==> src/rtl/lvds_frame_serializer_if.sv <==
// Parallel word stream feeding the LVDS frame serializer.
// The source drives s_data/s_valid; the serializer answers with s_ready
// only in the cycle where it is prepared to take the next word.
interface lvds_frame_serializer_if #(
   parameter int DATA_WIDTH = 16
);
   logic [DATA_WIDTH-1:0] s_data;
   logic                  s_valid;
   logic                  s_ready;

   modport master (output s_data, output s_valid, input s_ready);
   modport slave  (input s_data, input s_valid, output s_ready);
endinterface

==> src/rtl/lvds_frame_serializer.sv <==
// LVDS frame serializer: after tx_enable it sends a block of training words
// so the far end can align, then streams parallel words MSB first with a
// 50% duty frame clock. Missing data at a word boundary is replaced by the
// idle pattern and counted as an underrun.
module lvds_frame_serializer #(
   parameter int                    DATA_WIDTH    = 16,
   parameter int                    TRAIN_WORDS   = 8,
   parameter logic [DATA_WIDTH-1:0] TRAIN_PATTERN = DATA_WIDTH'(16'h00FF),
   parameter logic [DATA_WIDTH-1:0] IDLE_PATTERN  = DATA_WIDTH'(16'h0000)
) (
   input  logic                  bit_clk,
   input  logic                  clk_reset,
   input  logic                  tx_enable,
   lvds_frame_serializer_if.slave s_if,
   output logic                  dout,
   output logic                  fclk_out,
   output logic                  frame_start,
   output logic                  busy,
   output logic                  underrun,
   output logic [7:0]            underrun_cnt
);

   localparam int             CNT_W      = $clog2(DATA_WIDTH);
   localparam logic [CNT_W-1:0] LAST_BIT = CNT_W'(DATA_WIDTH - 1);
   localparam logic [CNT_W-1:0] HALF_BIT = CNT_W'(DATA_WIDTH / 2);
   localparam logic [7:0]     LAST_TRAIN = 8'(TRAIN_WORDS - 1);

   typedef enum logic [1:0] {
      ST_IDLE,
      ST_TRAIN,
      ST_DATA
   } state_t;

   state_t                state_q, state_d;
   logic [CNT_W-1:0]      bitCnt_q, bitCnt_d;
   logic [CNT_W-1:0]      bitCntInc;
   logic [DATA_WIDTH-1:0] shiftReg_q, shiftReg_d;
   logic                  fclk_q, fclk_d;
   logic                  frameStart_q, frameStart_d;
   logic                  underrun_q, underrun_d;
   logic [7:0]            underrunCnt_q, underrunCnt_d;
   logic [7:0]            trainCnt_q, trainCnt_d;
   logic                  sReady;

   // State and datapath registers; reset aborts any word in flight.
   always_ff @(posedge bit_clk or posedge clk_reset) begin
      if (clk_reset) begin
         state_q       <= ST_IDLE;
         bitCnt_q      <= '0;
         shiftReg_q    <= '0;
         fclk_q        <= 1'b0;
         frameStart_q  <= 1'b0;
         underrun_q    <= 1'b0;
         underrunCnt_q <= '0;
         trainCnt_q    <= '0;
      end else begin
         state_q       <= state_d;
         bitCnt_q      <= bitCnt_d;
         shiftReg_q    <= shiftReg_d;
         fclk_q        <= fclk_d;
         frameStart_q  <= frameStart_d;
         underrun_q    <= underrun_d;
         underrunCnt_q <= underrunCnt_d;
         trainCnt_q    <= trainCnt_d;
      end
   end

   // Next state: shift within a word, decide what to load only at the boundary.
   always_comb begin
      state_d       = state_q;
      bitCnt_d      = bitCnt_q;
      shiftReg_d    = shiftReg_q;
      fclk_d        = fclk_q;
      frameStart_d  = 1'b0;
      underrun_d    = 1'b0;
      underrunCnt_d = underrunCnt_q;
      trainCnt_d    = trainCnt_q;
      sReady        = 1'b0;
      bitCntInc     = bitCnt_q + 1'b1;

      case (state_q)
         ST_IDLE: begin
            bitCnt_d   = '0;
            shiftReg_d = '0;
            fclk_d     = 1'b0;
            if (tx_enable) begin
               state_d      = ST_TRAIN;
               shiftReg_d   = TRAIN_PATTERN;
               fclk_d       = 1'b1;
               frameStart_d = 1'b1;
               trainCnt_d   = '0;
            end
         end
         ST_TRAIN, ST_DATA: begin
            if (bitCnt_q != LAST_BIT) begin
               bitCnt_d   = bitCntInc;
               shiftReg_d = {shiftReg_q[DATA_WIDTH-2:0], 1'b0};
               fclk_d     = (bitCntInc < HALF_BIT);
            end else if (!tx_enable) begin
               state_d    = ST_IDLE;
               bitCnt_d   = '0;
               shiftReg_d = '0;
               fclk_d     = 1'b0;
            end else begin
               bitCnt_d     = '0;
               fclk_d       = 1'b1;
               frameStart_d = 1'b1;
               if ((state_q == ST_TRAIN) && (trainCnt_q != LAST_TRAIN)) begin
                  trainCnt_d = trainCnt_q + 8'd1;
                  shiftReg_d = TRAIN_PATTERN;
               end else begin
                  state_d = ST_DATA;
                  sReady  = 1'b1;
                  if (s_if.s_valid) begin
                     shiftReg_d = s_if.s_data;
                  end else begin
                     shiftReg_d = IDLE_PATTERN;
                     underrun_d = 1'b1;
                     if (underrunCnt_q != 8'hFF) begin
                        underrunCnt_d = underrunCnt_q + 8'd1;
                     end
                  end
               end
            end
         end
         default: state_d = ST_IDLE;
      endcase
   end

   assign s_if.s_ready = sReady;
   assign dout         = shiftReg_q[DATA_WIDTH-1];
   assign fclk_out     = fclk_q;
   assign frame_start  = frameStart_q;
   assign busy         = (state_q != ST_IDLE);
   assign underrun     = underrun_q;
   assign underrun_cnt = underrunCnt_q;

endmodule

==> src/flat_wrapper.sv <==
// flat-port wrapper written by rule: the top's interface ports become plain ports
module lvds_frame_serializer_flat 
#(
   parameter int                    DATA_WIDTH    = 16,
   parameter int                    TRAIN_WORDS   = 8,
   parameter logic [DATA_WIDTH-1:0] TRAIN_PATTERN = DATA_WIDTH'(16'h00FF),
   parameter logic [DATA_WIDTH-1:0] IDLE_PATTERN  = DATA_WIDTH'(16'h0000)
)
  (bit_clk, clk_reset, tx_enable, dout, fclk_out, frame_start, busy, underrun, underrun_cnt, s_if_s_data, s_if_s_valid, s_if_s_ready);
  lvds_frame_serializer_if #(.DATA_WIDTH(DATA_WIDTH)) s_if_i ();
  input  logic bit_clk;
  input  logic clk_reset;
  input  logic tx_enable;
  output logic dout;
  output logic fclk_out;
  output logic frame_start;
  output logic busy;
  output logic underrun;
  output logic [7:0] underrun_cnt;
  input wire logic [$bits(s_if_i.s_data)-1:0] s_if_s_data;
  input wire logic [$bits(s_if_i.s_valid)-1:0] s_if_s_valid;
  output wire logic [$bits(s_if_i.s_ready)-1:0] s_if_s_ready;
  assign s_if_i.s_data = s_if_s_data;
  assign s_if_i.s_valid = s_if_s_valid;
  assign s_if_s_ready = s_if_i.s_ready;
  lvds_frame_serializer #(.DATA_WIDTH(DATA_WIDTH), .TRAIN_WORDS(TRAIN_WORDS), .TRAIN_PATTERN(TRAIN_PATTERN), .IDLE_PATTERN(IDLE_PATTERN)) u_core (.bit_clk(bit_clk), .clk_reset(clk_reset), .tx_enable(tx_enable), .s_if(s_if_i), .dout(dout), .fclk_out(fclk_out), .frame_start(frame_start), .busy(busy), .underrun(underrun), .underrun_cnt(underrun_cnt));
endmodule
==> config.mk <==
export PLATFORM = sky130hd
export DESIGN_NAME = lvds_frame_serializer_flat
export DESIGN_NICKNAME = d
export VERILOG_FILES = /design/src/rtl/lvds_frame_serializer_if.sv /design/src/rtl/lvds_frame_serializer.sv /design/src/flat_wrapper.sv
export SDC_FILE = /design/constraint.sdc
export NUM_CORES = 1
export LEC_CHECK = 0
export BUFFER_PORTS_ARGS = -buffer_cell sky130_fd_sc_hd__buf_2
export CAP_MARGIN = 40
export CORE_ASPECT_RATIO = 1.5
export CORE_MARGIN = 10
export CORE_UTILIZATION = 60
export CTS_BUF_LIST = sky130_fd_sc_hd__clkbuf_8
export DETAILED_ROUTE_END_ITERATION = 12
export PLACE_DENSITY = 0.84
export SLEW_MARGIN = 20
export SYNTH_ARGS = -nofsm -noshare
export SYNTH_HDL_FRONTEND = slang
export SYNTH_SLANG_ARGS = --single-unit
==> constraint.sdc <==
create_clock -name bit_clk -period 4.5 [get_ports bit_clk]
set_input_delay 1.35 -clock bit_clk [delete_from_list [all_inputs] [get_ports bit_clk]]
set_output_delay 1.35 -clock bit_clk [all_outputs]
set_load 0.005 [all_outputs]
## After elaboration in Yosys (flattened, before gate mapping)

Index checks and enable logic that the tools add are counted.

- Register bits after elaboration: 41
- Bits of input ports: 20
- Output and inout bits: 14
- Word-level logic and storage cells: 65

- $add $sub $neg: 3
- Order comparisons: 1
- Equality and inequality tests: 10
- Multiplexer cells: 32
- Bitwise logic cells: 3
- Reductions and logical operators: 8

Operators with widths:

| kind | count |
|---|---|
| $mux 16 | 4 |
| $mux 8 | 5 |
| $pmux 16 s2 | 1 |
| $add 8x1->8 const B | 2 |
| $pmux 8 s2 | 1 |
| $mux 1 | 12 |
| $mux 2 | 4 |
| $ne 8x3->1 const B | 1 |
| $ne 8x8->1 const B | 1 |
| $pmux 4 s2 | 1 |
| $ne 2x2->1 const B | 3 |
| $reduce_and 6->1 | 1 |
| $reduce_and 5->1 | 1 |
| $add 4x1->4 const B | 1 |
| $lt 4x4->1 const B | 1 |
| $mux 4 | 1 |
| $ne 4x4->1 const B | 1 |
| $pmux 1 s2 | 2 |
| $pmux 2 s2 | 1 |
| $reduce_bool 2->1 | 2 |
| $ne 3x3->1 const B | 1 |
| $not 1->1 | 3 |
| $reduce_and 3->1 | 1 |
| $eq 2x1->1 const B | 1 |
| 5 further kinds | 5 |

## Logic depth before layout (Yosys ltp)

Gate-level depths: netlist (run 1).

- Depth after elaboration: 6
- Mapped depth: 7
- Depth with buffers taken out: 6

## Worst setup path before layout (run 1)

Ideal clock, no wire load.

- Path kind: input-to-output
- Start point: input port tx_enable
- End point: output port s_if_s_ready
- Arrival: 1.859 ns
- Data required time: 3.150 ns
- Setup slack: 1.291 ns
- Stages on the path: 3
- Path buffers: 1
- Cells stage by stage: clkbuf_1 nand3_1 nor2_1

- Cells in the longest elaborated chain, start to end: 3

RTL lines:

| what | RTL line | RTL |
|---|---|---|
| from (decl) | flat_wrapper.sv:13 | `input logic tx_enable;` |
| $mux 1 | lvds_frame_serializer.sv:99 | `end else if (!tx_enable) begin` |
| $mux 1 | lvds_frame_serializer.sv:95 | `if (bitCnt_q != LAST_BIT) begin` |
| $mux 1 | lvds_frame_serializer.sv:81 | `case (state_q)` |
| to (decl) | flat_wrapper.sv:22 | `output wire logic [$bits(s_if_i.s_ready)-1:0] s_if_s_ready;` |

Every way passes these cells.

## Worst setup path after layout (run 1)

- Start point: register u_core.trainCnt_q[5]
- End point: output port s_if_s_ready

- Cells in the longest elaborated chain, start to end: 6

RTL lines:

| what | RTL line | RTL |
|---|---|---|
| from (decl) | lvds_frame_serializer.sv:42 | `logic [7:0] trainCnt_q, trainCnt_d;` |
| from (signal assigned) | lvds_frame_serializer.sv:64 | `trainCnt_q <= trainCnt_d;` |
| $ne 8x3->1 | lvds_frame_serializer.sv:108 | `if ((state_q == ST_TRAIN) && (trainCnt_q != LAST_TRAIN)) begin` |
| $logic_and 1x1->1 | lvds_frame_serializer.sv:108 |  |
| $mux 1 | lvds_frame_serializer.sv:108 |  |
| $mux 1 | lvds_frame_serializer.sv:99 |  |
| $mux 1 | lvds_frame_serializer.sv:95 |  |
| $mux 1 | lvds_frame_serializer.sv:81 |  |

Every way passes these cells.

==> results of run 1 <==
==> routing by layer <==
metal | part of all wire [%] | vias to the layer above
met5 | 0 | -
met4 | 1.6 | 0
met3 | 5.2 | 8
met2 | 53 | 43
met1 | 40 | 849
li1 | - | 855
==> registers in the layout, summed over array words and instances (netlist names) <==
register	count
u_core.bitCnt_q	4
u_core.fclk_out	1
u_core.frame_start	1
u_core.shiftReg_q	16
u_core.state_q	2
u_core.trainCnt_q	8
u_core.underrun	1
u_core.underrun_cnt	8
==> how the worst min path moves through the flow <==
| stage | from | to | slack, ns | depth (start not counted) |
|---|---|---|---|---|
| floorplan | u_core.fclk_out$_DFFE_PP0P_ | u_core.fclk_out$_DFFE_PP0P_ | 0.47 | 2 |
| global placement | u_core.fclk_out$_DFFE_PP0P_ | u_core.fclk_out$_DFFE_PP0P_ | 0.45 | 2 |
| detailed placement | u_core.fclk_out$_DFFE_PP0P_ | u_core.fclk_out$_DFFE_PP0P_ | 0.47 | 2 |
| CTS | u_core.fclk_out$_DFFE_PP0P_ | u_core.fclk_out$_DFFE_PP0P_ | 0.49 | 2 |
| global route | u_core.fclk_out$_DFFE_PP0P_ | u_core.fclk_out$_DFFE_PP0P_ | 0.52 | 2 |
| finish | u_core.fclk_out$_DFFE_PP0P_ | u_core.fclk_out$_DFFE_PP0P_ | 0.48 | 2 |
==> synth_stat cells <==
cell / instances
buf_1: 1
nor2_1: 9
or4_1: 4
o31a_1: 1
and2_1: 2
o211a_1: 1
inv_1: 10
and3b_1: 1
nor4b_1: 2
o32ai_1: 1
a21o_1: 9
or4_4: 1
nand3_1: 7
mux2_4: 1
nand4_1: 3
o2bb2ai_1: 1
nand2b_1: 3
ha_1: 7
clkbuf_1: 7
xor2_1: 7
dfrtp_1: 41
o311ai_1: 1
nand2_1: 13
nor3_1: 4
a21oi_1: 20
o21ai_0: 6
a22o_1: 8
mux2_2: 3
nor4_1: 3
o22ai_1: 6
and3_1: 4
or3_1: 2
nor2b_1: 2
buf_6: 1
o211ai_1: 3
o31ai_1: 6
a311o_1: 1
o22a_1: 1
a32o_1: 1
a211o_1: 1
nor3b_2: 1
nor3b_1: 1
a2bb2oi_1: 2
==> power groups by stage <==
stage	Combinational (mW)	Clock, mW	Sequential, mW
floorplan	0.253	0	0.472
global placement	0.311	0	0.478
detailed placement	0.325	0	0.482
CTS	0.329	0.257	0.474
global route	0.380	0.271	0.482
finish	0.336	0.252	0.475
==> kinds of logic (layout without fill, tap and decap cells) <==
kind of cell,Yosys count,count (layout),share of synthesized area (%)
buf+inv,19,56,3.72
xor+xnor,7,7,2.89
compound gates,69,69,22.3
fa+ha+maj,7,7,4.13
simple gates,62,62,16.2
flops,41,41,48.4
mux,4,4,2.30
==> per-stage QoR <==
step / util (%) / hold WS, ns / power (mW) / instance area (um^2)
finish: 71.1 / 0.479 / 1.06 / 2430
global route: 71.1 / 0.519 / 1.13 / 2430
CTS: 70.5 / 0.485 / 1.06 / 2410
detailed placement: 67.7 / 0.466 / 0.806 / 2310
global placement: 67.4 / 0.452 / 0.789 / 2300
floorplan: - / 0.465 / 0.725 / 2120
==> area by class of cell <==
type / instances / area (um^2)
Clock buffer: 6 / 82.6
Clock inverter: 2 / 13.8
Fill cell: 264 / 986
Inverter: 10 / 37.5
Multi-Input combinational cell: 149 / 1010
Sequential cell: 41 / 1030
Tap cell: 42 / 52.6
Timing Repair Buffer: 38 / 203
==> critical path, delay by kind of cell (launching register included) <==
family	cells	cell delay, ns
compound gates	1	0.48
flops	1	0.41
buf+inv	1	0.13
simple gates	2	0.73
==> metrics.md, run 1 <==
| Metric | Value |
|---|---|
| Diode count | 0 |
| Syn_area_per_cell | 10.1 um^2 |
| Hold Fails Final Rpt | 0 |
| Sw frac | 34.8% |
| Slew HR | 55.1% |
| Leakage | 1.25 nW |
| Switch Pwr | 0.370 mW |
| CP Max Fanout | 18 |
| MaxCap Viol Count | 0 |
| CTS tree | yes |
| CTS Sinks | 41 |
| Starting DRT DRC Count | 84 |
| Sequential share of power | 44.7% |
| Peak supply drop | 0.356 mV |
| Routed WL | 4750 um |
| Cell Rows | 26 |
| Final Critical Period | 3.38 ns |
| Crit path capture | s_if_s_ready |
| Routability Congestion | 0.878 |
| Area grow syn2layout | 14.6% |
| Actual slew at the worst max-slew pin | 0.674 ns |
| Ys Warns | 0 |
| Initial antenna violation count | 0 |
| Share of the synthesized area in the top cell type | 48.4% |
| Crit start category | flip-flop |
| Worst hold-check path type | flip-flop to flip-flop |
| Most used routing layer | met2 |
| GRT met3 Usage | 3.50% |
| CP required | 3.15 ns |
| Arrival time worst endpoint | 2.03 ns |
| Wirelength per Cell | 16.5 um |
| Number of global-route vias before repair | 1,836 |
| Logic pwr share | 31.6% |
| Worst setup path class | flip-flop to output port |
| Critical-path top delay cell | or4_4 |
| Final period util | 75.1% |
| Total congestion overflow | 0 |
| Die height | 92.8 um |
| Total negative slack | 0 ns |
| Reg2reg setup slack | 1.98 ns |
| Leading post-synthesis cells by cell area | dfrtp_1, a21oi_1, ha_1 |
| Post-CTS Setup Repair Bufs | 0 |
| Area leader, netlist | dfrtp_1 |
| R2R depth | 5 |
| CP startpoint | u_core.trainCnt_q[5]$_DFFE_PP0P_ |
| Vias per inst | 6.09 |
| Pint | 0.693 mW |
| Power per Cell Area | 437 nW/um^2 |
| Post-DRT Antenna Nets | 0 |
| DRT Pass-1 Iters | 4 |
| Critical path capture point type | output port |
| Final net count | 272 |
| #FFs+latches synth | 41 |
| Reg-to-Reg Start | u_core.state_q[0]$_DFFE_PP0P_ |
| Final Non-Filler Cells | 288 |
| Most frequent cells in the layout | dfrtp_1, buf_2, a21oi_1 |
| I/O Buffers | 33 |
| Worst-path clk slew | 0.08 ns |
| Longest Clk Path Bufs | 2 |
| Most common cell after layout, fill and taps aside | dfrtp_1 |
| Final worst slack | 1.12 ns |
| Starting density of the core | 62.1% |
| TritonCTS buffer count | 5 |
| Dpl ws | 1.23 ns |
| Sequential element share of the synthesized area | 48.4% |
| Yosys cell types | 43 |
| Grt met2 use | 27.1% |
| Net count after synthesis | 236 |
| Slowest Stage Delay on Critical Path | 0.56 ns |
| H-tree depth | 2 |
| Fmax | 296 MHz |
| Worst-Skew Late Latency | 0.29 ns |
| Overall Global Routing Usage | 15.9% |
| Hold-fix buffers, CTS | 0 |
| Post-CTS sizing | 0 |
| Layout cells sized above 1 | 21.1% |
| Die Wd | 68.5 um |
| Crit-path cells | or4_4, o31a_1, nor2_1, buf_2 |
| Dpl cells | 278 |
| Core footprint | 3420 um^2 |
| Clock Power Share | 23.7% |
| Hpwl dp | 3360 um |
| Via count | 1,755 |
| Fin Clk Skew | 0.00739 ns |
| Max-slew violations | 0 |
| Status | finished, final reports clean |
| Final setup vio count | 0 |
| RSZ-0062 raised after global routing | no |
| Die ar. | 6360 um^2 |
| Largest net degree at the start of global routing | 23 |
| IO Pins | 34 |
| First-pass GRT wire length | 8140 um |
| DRC viols | 0 |
| Area of the mapped netlist | 2120 um^2 |
| GR met1 Demand/Resource | 17.8% |
| R2R Path End | u_core.shiftReg_q[9]$_DFFE_PP0P_ |
| Post-Syn Instances | 209 |
| Root buf cell | clkbuf_8 |
(Power assumes the default switching activity.)
==> inputs of run 2 (changes only) <==
- CORE_UTILIZATION: 60 -> 53
- PLACE_DENSITY: 0.84 -> 0.78
- clock period: 4.5 -> 2.78 ns (I/O delays scaled with it)
==> run 2 against run 1 <==
Compared with the run above: first-iteration DRC count rose by 67%; clock power up 75%; sequential share of layout area shrank 0.47 points; count of clock-buffer cells in the layout increased by 1; wire length shrank 2.2%; worst hold slack got worse by 0.014 ns; final cell count is 1.7% higher; combinational power is 70% higher; sequential power increased by 62%; non-clock buffer count grew 2; critical path depth increased by 1; core utilization fell by 7.9 points; critical path type unchanged; largest power group unchanged; highest routed layer unchanged.
==> metrics.md, run 2 (synthesis results as in run 1) <==
| Metric | Value |
|---|---|
| Final Non-Filler Cells | 293 (+1.7%) |
| Crit start category | flip-flop |
| Total negative slack | 0 ns (unchanged) |
| Layout cells sized above 1 | 21.8% (+0.64 points) |
| Reg-to-Reg Start | u_core.state_q[0]$_DFFE_PP0P_ |
| Final setup vio count | 0 (unchanged) |
| Worst hold-check path type | flip-flop to flip-flop |
| DRT Pass-1 Iters | 4 (unchanged) |
| Crit-path cells | inv_1, ha_1, nand3_1, nor2_1, buf_2 |
| Peak supply drop | 0.583 mV (+63%) |
| R2R depth | 5 (unchanged) |
| Power per Cell Area | 725 nW/um^2 (+66%) |
| Largest net degree at the start of global routing | 42 (+83%) |
| Critical-path top delay cell | ha_1 |
| Starting density of the core | 54.5% (-7.5 points) |
| Die Wd | 71.6 um (+4.5%) |
| Wirelength per Cell | 15.8 um (-3.9%) |
| DRC viols | 0 (unchanged) |
| Slowest Stage Delay on Critical Path | 0.54 ns (-0.02 ns) |
| CP Max Fanout | 13 (-5) |
| Cell Rows | 28 (+7.7%) |
| CTS Sinks | 41 (unchanged) |
| H-tree depth | 2 (unchanged) |
| Final net count | 274 (+0.74%) |
| Crit path capture | s_if_s_ready |
| Longest Clk Path Bufs | 2 (unchanged) |
| Starting DRT DRC Count | 140 (+67%) |
| IO Pins | 34 (unchanged) |
| Leakage | 1.26 nW (+1.2%) |
| Final core utilization | 63.2% (-7.9 points) |
| Post-DRT Antenna Nets | 0 (unchanged) |
| Final period util | 95.8% |
| Worst setup path class | flip-flop to output port |
| CTS tree | yes |
| Core footprint | 3890 um^2 (+14%) |
| Worst-path clk slew | 0.09 ns (about the same) |
| Die height | 97.5 um (+5.0%) |
| Routability Congestion | 0.801 (-8.7%) |
| TritonCTS buffer count | 5 (unchanged) |
| Status | finished, final reports clean |
| Root buf cell | clkbuf_8 |
| Area grow syn2layout | 15.9% |
| Via count | 1,735 (-1.1%) |
| Actual slew at the worst max-slew pin | 0.606 ns (-0.0671 ns) |
| Initial antenna violation count | 0 (unchanged) |
| Fmax | 375 MHz |
| Critical path capture point type | output port |
| Max-slew violations | 0 (unchanged) |
| Max reg flops | 16 (unchanged) |
| Vias per inst | 5.92 (-2.8%) |
| Number of global-route vias before repair | 1,724 (-6.1%) |
| Most common cell after layout, fill and taps aside | dfrtp_1 |
| MaxCap Viol Count | 0 (unchanged) |
| Hpwl dp | 3360 um (-0.17%) |
| First-pass GRT wire length | 7910 um (-2.8%) |
| Post-CTS Setup Repair Bufs | 0 (unchanged) |
| Most frequent cells in the layout | dfrtp_1, buf_2, a21oi_1 |
| Total congestion overflow | 0 (unchanged) |
| Hold-fix buffers, CTS | 0 (unchanged) |
| Largest register by flop count | u_core.shiftReg_q |
| Hold Fails Final Rpt | 0 (unchanged) |
| Post-Layout Inst Area | 2460 um^2 (+1.1%) |
| Die ar. | 6980 um^2 (+9.8%) |
| Reg2reg setup slack | 0.49 ns (-1.49 ns) |
| Slew HR | 59.3% (+4.2 points) |
| R2R Path End | u_core.shiftReg_q[13]$_DFFE_PP0P_ |
| CP required | 1.95 ns (-1.20 ns) |
| RSZ-0062 raised after global routing | no |
| Final Critical Period | 2.66 ns |
| I/O Buffers | 33 (unchanged) |
| Arrival time worst endpoint | 1.83 ns (-0.20 ns) |
| Dpl cells | 285 (+2.5%) |
| Fin Clk Skew | 0.0111 ns (+0.00372 ns) |
| Post-CTS sizing | 0 (unchanged) |
| CP startpoint | u_core.state_q[0]$_DFFE_PP0P_ |
| Post-DP Area | 2350 um^2 (+1.7%) |
| Worst-Skew Late Latency | 0.30 ns (about the same) |
| Overall Global Routing Usage | 13.6% (-2.3 points) |
| Diode count | 0 (unchanged) |
| Routed WL | 4640 um (-2.2%) |
-- run 2: per-stage QoR --
step | setup WS, ns | power (mW) | hold slack [ns]
6_report | 0.116 | 1.78 | 0.466
3_5_place_dp | 0.478 | 1.35 | 0.453
4_1_cts | 0.145 | 1.79 | 0.471
2_1_floorplan | 0.340 | 1.17 | 0.465
3_3_place_gp | 0.482 | 1.33 | 0.450
5_1_grt | 0.0000571 | 1.90 | 0.514
-- run 2: worst min-delay path by stage --
stage                                     start                     endpoint  slack, ns  cells after the start
floorplan           u_core.fclk_out$_DFFE_PP0P_  u_core.fclk_out$_DFFE_PP0P_       0.47                      2
global placement    u_core.fclk_out$_DFFE_PP0P_  u_core.fclk_out$_DFFE_PP0P_       0.45                      2
detailed placement  u_core.fclk_out$_DFFE_PP0P_  u_core.fclk_out$_DFFE_PP0P_       0.45                      2
CTS                 u_core.fclk_out$_DFFE_PP0P_  u_core.fclk_out$_DFFE_PP0P_       0.47                      2
global route        u_core.fclk_out$_DFFE_PP0P_  u_core.fclk_out$_DFFE_PP0P_       0.51                      2
finish              u_core.fclk_out$_DFFE_PP0P_  u_core.fclk_out$_DFFE_PP0P_       0.47                      2
-- run 2: report_power, final --
part	switching [mW]	total [mW]	internal, mW	leakage (nW)
logic	0.325	0.570	0.245	0.659
registers	0.0669	0.769	0.702	0.548
clock network	0.212	0.442	0.229	0.0549
total	0.604	1.78	1.18	1.26
-- run 2: final cells by class --
class | count | area, um^2
repair buffers | 40 | 218
well taps | 45 | 56.3
clock inverters | 1 | 8.76
multi-input cells | 149 | 1010
fillers | 346 | 1430
flip-flops and latches | 41 | 1030
clock buffers | 7 | 96.3
inverters | 10 | 37.5
-- run 2: worst max-delay path, delay by kind of cell (launching register included) --
kind	cells	cell delay (ns)
flip-flops	1	0.42
buffers and inverters	2	0.22
adder cells (fa/ha/maj)	1	0.54
AND/OR/NAND/NOR	2	0.36
-- run 2: layer usage --
| metal | global-route usage, % | share of wire, % | up-vias |
|---|---|---|---|
| met3 | 3.68 | 4.2 | 6 |
| li1 | - | - | 851 |
| met4 | 4.93 | 1.4 | 0 |
| met5 | 0 | 0 | - |
| met1 | 15.4 | 42 | 847 |
| met2 | 23.3 | 52 | 31 |
